<file path="config.mk">
export PLATFORM = sky130hd
export DESIGN_NAME = radix4_digit_sequencer
export DESIGN_NICKNAME = d
export VERILOG_FILES = /design/src/rtl/radix4_digit_sequencer.sv
export SDC_FILE = /design/constraint.sdc
export NUM_CORES = 1
export LEC_CHECK = 0
export CORE_ASPECT_RATIO = 1.1
export CORE_MARGIN = 5
export CORE_UTILIZATION = 40
export DETAILED_ROUTE_END_ITERATION = 12
export PLACE_DENSITY = 0.7
export RECOVER_POWER = 25
export SLEW_MARGIN = 10
export SYNTH_ARGS = -nofsm -noshare
export SYNTH_HDL_FRONTEND = slang
export SYNTH_SLANG_ARGS = --single-unit
</file>
<file path="constraint.sdc">
create_clock -name clk -period 1.8 [get_ports clk]
set_input_delay 0.18 -clock clk [delete_from_list [all_inputs] [get_ports clk]]
set_output_delay 0.18 -clock clk [all_outputs]
set_load 0.005 [all_outputs]
</file>
<file path="src/rtl/radix4_digit_sequencer.sv">
// radix4_digit_sequencer
//   Recodes a multiplier operand into radix-4 (modified Booth) digits in the
//   set {-2,-1,0,+1,+2}. Digits are emitted LSB first over a valid/ready
//   handshake; digit i carries weight 4^i.
//
// Ports
//   clk          clock, all state changes on its rising edge
//   rst          asynchronous active-high reset
//   start        begin recoding y_in (accepted only while ready)
//   y_in         multiplier operand, captured with an accepted start
//   y_signed     1 = y_in is two's complement, 0 = unsigned
//   abort        cancel the current transaction (wins over start/handshake)
//   ready        idle and able to accept start
//   digit_valid  a digit is presented on digit_*
//   digit_ready  consumer takes the presented digit this cycle
//   digit_mag    digit magnitude 0..2
//   digit_neg    digit sign, never set for a zero digit
//   digit_idx    digit position i
//   digit_last   presented digit is the final one
//   done         one-cycle pulse after the final digit is taken
module radix4_digit_sequencer #(
  parameter int Y_WIDTH = 8
) (
  input  logic                  clk,
  input  logic                  rst,
  input  logic                  start,
  input  logic [Y_WIDTH-1:0]    y_in,
  input  logic                  y_signed,
  input  logic                  abort,
  output logic                  ready,
  output logic                  digit_valid,
  input  logic                  digit_ready,
  output logic [1:0]            digit_mag,
  output logic                  digit_neg,
  output logic [((Y_WIDTH/2+1) > 1 ? $clog2(Y_WIDTH/2+1) : 1)-1:0] digit_idx,
  output logic                  digit_last,
  output logic                  done
);

  localparam int NUM_DIGITS = Y_WIDTH / 2 + 1;
  localparam int IDX_W      = (NUM_DIGITS > 1) ? $clog2(NUM_DIGITS) : 1;
  localparam int EXT_W      = 2 * NUM_DIGITS;
  localparam int SR_W       = EXT_W + 1;
  localparam logic [IDX_W-1:0] LAST_IDX = IDX_W'(NUM_DIGITS - 1);

  typedef enum logic [1:0] {
    S_IDLE = 2'd0,
    S_EMIT = 2'd1,
    S_DONE = 2'd2
  } state_t;

  state_t            r_state, w_state_next;
  logic [SR_W-1:0]   r_sr, w_sr_next;
  logic [IDX_W-1:0]  r_idx, w_idx_next;

  logic              w_sign;
  logic [EXT_W-1:0]  w_ext;
  logic              w_valid;
  logic              w_last;
  logic              w_hs;
  logic [1:0]        w_mag;
  logic              w_neg;

  // Operand extended to an even number of bits with room for one extra
  // digit, so the top triple always sees the true sign (or a zero for
  // unsigned operands).
  assign w_sign  = y_signed & y_in[Y_WIDTH-1];
  assign w_ext   = {{(EXT_W - Y_WIDTH){w_sign}}, y_in};

  assign w_valid = (r_state == S_EMIT);
  assign w_last  = w_valid && (r_idx == LAST_IDX);
  assign w_hs    = w_valid && digit_ready;

  always_ff @(posedge clk or posedge rst) begin
    if (rst) begin
      r_state <= S_IDLE;
      r_sr    <= '0;
      r_idx   <= '0;
    end else begin
      r_state <= w_state_next;
      r_sr    <= w_sr_next;
      r_idx   <= w_idx_next;
    end
  end

  always_comb begin
    w_state_next = r_state;
    w_sr_next    = r_sr;
    w_idx_next   = r_idx;
    case (r_state)
      S_IDLE: begin
        if (!abort && start) begin
          w_state_next = S_EMIT;
          w_sr_next    = {w_ext, 1'b0};  // y[-1] = 0 below the LSB
          w_idx_next   = '0;
        end
      end
      S_EMIT: begin
        if (abort) begin
          w_state_next = S_IDLE;
          w_sr_next    = '0;
          w_idx_next   = '0;
        end else if (w_hs) begin
          if (w_last) begin
            // Index stays on the final digit; the register is not needed.
            w_state_next = S_DONE;
          end else begin
            w_sr_next  = {2'b00, r_sr[SR_W-1:2]};
            w_idx_next = r_idx + 1'b1;
          end
        end
      end
      S_DONE: begin
        w_state_next = S_IDLE;
      end
      default: begin
        w_state_next = S_IDLE;
      end
    endcase
  end

  // Booth recoding of the triple (y[2i+1], y[2i], y[2i-1]).
  always_comb begin
    w_mag = 2'd0;
    w_neg = 1'b0;
    case (r_sr[2:0])
      3'b001, 3'b010: begin w_mag = 2'd1; w_neg = 1'b0; end
      3'b011:         begin w_mag = 2'd2; w_neg = 1'b0; end
      3'b100:         begin w_mag = 2'd2; w_neg = 1'b1; end
      3'b101, 3'b110: begin w_mag = 2'd1; w_neg = 1'b1; end
      default:        begin w_mag = 2'd0; w_neg = 1'b0; end
    endcase
  end

  assign ready       = (r_state == S_IDLE);
  assign digit_valid = w_valid;
  assign digit_mag   = w_valid ? w_mag : 2'd0;
  assign digit_neg   = w_valid & w_neg;
  assign digit_idx   = w_valid ? r_idx : '0;
  assign digit_last  = w_last;
  // An abort arriving in the done cycle suppresses the pulse.
  assign done        = (r_state == S_DONE) && !abort;

endmodule

</file>
==> out/results.ini <==
[run_status]
status=completed

[synthesis]
synth_edf_count=0
ys_ff_latch=15
synth.distinct_cells=32
yosys_most_used_dff=dfrtp_1
synth_cells=92
yosysWarnings=0
synth_seq_area_share_pct=40.54
syn_nets=108
ys_async_sr_fraction_pct=100.0
netlist_area_um2=925.9
syn_area_per_cell_um2=10.06

[global_routing]
antenna_found_initial=0
grt_usage_pct=12.82
grt_remaining_overflow=0
grt_pass1_wl_um=3374
grt_max_degree=16
grt_pass1_vias=798

[clock_network]
htreeDepth=1
cts.sinks=15
numCtsBuffers=3
root_buffer=clkbuf_4
cts_tree=yes
worstSkewPairLatency_ps=290
path_clk_slew_ps=100
clock_path_buffers=2

[route]
dr_total_vias=773
drc=0
drt-initial-drc-count=8
wl_per_cell_um=13.43
vias_per_cell=5.052
drt-total-wl_um=2055
dr.pass1.iters=4
final_antenna_net_count=0

[setup_path]
cp.required_ps=1620
startpoint_type=flip-flop
crit_family=buffers and inverters
worst_ep_arrival_time_ps=1530
crit_type=reg -> out
worst_path_largest_cell_delay_ps=490
crit_chain=nand2b_4 > inv_1 > and2_1 > clkdlybuf4s50_1
cp_max_fo=6
cp_slowest_cell=clkdlybuf4s50_1
path_buf_inv=2
crit_path_end_kind=output pin

[timing]
fmax_mhz=585.3
tns_ps=0
rsz0062_at_grt=no
final.min_clock_period_ps=1709
whs_ps=366.7
hold_violations=0
final-setup-viol-count=0
finClkSkew_ps=11.83
drv_slew=0
layout_setup_ws_ps=91.34
slew_headroom_pct=62.45
max_slew.worst_pin.slew_ps=562.6
fin_crit_sh_pct=94.93

[power_and_ir_drop]
powerDensity_nw_per_um2=649.9
p_leak_uw=0.0006433
ir_drop_uv=617.7
finalPower_uw=826.9

[die]
rows=18
start_util_pct=41.53
io-pin-count=24
die_area_um2=3378
die_y_um=60.46
dieWidth_um=55.87
core_area_um2=2230

[job]
drv_cap=0

[cells_and_area]
diodes=0
fin_util_pct=57.07
nFillCells=189
layout_commonest_cell=clkdlybuf4s50_1
fin_nets=140
area_growth_pct=37.43
drive_above_1_share_pct=20.33
regArea_um2=376.6
multiInputGateArea_um2=476.7
layout_common_cells=16 x clkdlybuf4s50_1, 14 x dfrtp_1, 10 x inv_1, 10 x buf_4, 9 x nor2_1

[placed_design]
gp_congestion=0.7773
dp_slack_ps=36.71
port_buffers=23
hpwl_um=1590

[worst_hold_path]
min_path_type=in -> async

-- area by class of cell --
cell class,instances,area share [%]
timing repair buffer,33,24.29
sequential,15,29.60
clock buffer,3,1.770
tap,30,2.950
clock inverter,1,0.3933
inverter,12,3.540
multi-input combinational,59,37.46
-- synth_stat cells, drive strengths merged, types with 3 or more instances --
cell | number | area (um^2)
mux2 | 3 | 37.53
dfrtp | 15 | 375.4
nor2 | 9 | 33.78
mux2i | 8 | 80.08
clkbuf | 3 | 11.26
nand2 | 3 | 11.26
a21oi | 7 | 35.03
inv | 12 | 45.04
nor4bb | 6 | 60.06
buf | 3 | 27.52
-- sequential cells by signal, indices dropped and copies added, names as in the netlist --
signal   cells
r_state      2
r_sr        10
r_idx        3
-- cells by family (layout without fill, tap and decap cells) --
kind of cell / after synthesis / in the layout / synth area share [%]
simple gates: 28 / 28 / 20.95
xor+xnor: 1 / 1 / 0.9461
compound gates: 17 / 17 / 13.11
buf+inv: 18 / 49 / 9.053
flops: 15 / 15 / 40.54
mux: 11 / 11 / 12.70
fa+ha+maj: 2 / 2 / 2.702
-- through the flow --
stage	instances	instance area, um^2
floorplan	92	925.9
global placement	149	1230
detailed placement	149	1230
CTS	153	1265
global route	153	1272
finish	153	1272
-- metal layers --
layer	track usage, %	share of wire [%]
met1	14.00	42
met2	23.99	54
met3	4.255	3.7
met4	4.068	1.2
met5	0	0
-- report_power, final --
group,switching (uW),internal (uW),total [uW]
Combinational,91.4,134,225
Clock,109,82.5,191
Sequential,31.8,379,410
Total,232,595,827
-- final timing paths --
| check | startpoint | end | slack, ps | cells after the start |
|---|---|---|---|---|
| worst max-delay path | r_state[1] | digit_idx[2] | 90 | 4 |
| worst min-delay path | rst | r_idx[1] | 370 | 2 |
| worst max register to register | r_idx[0] | r_sr[9] | 100 | 6 |
| worst min register to register | r_sr[3] | r_sr[3] | 520 | 2 |
| max in group asynchronous | rst | r_state[0] | 1030 | 2 |
| min in group clk | r_sr[3] | r_sr[3] | 520 | 2 |
-- timing repair --
action,4_1_cts,5_1_grt
setup endpoints to repair,7,3
pin swaps,1,0
setup buffers,0,0
hold buffers,0,0
resized for setup,9,3
(Power assumes the default switching activity.)
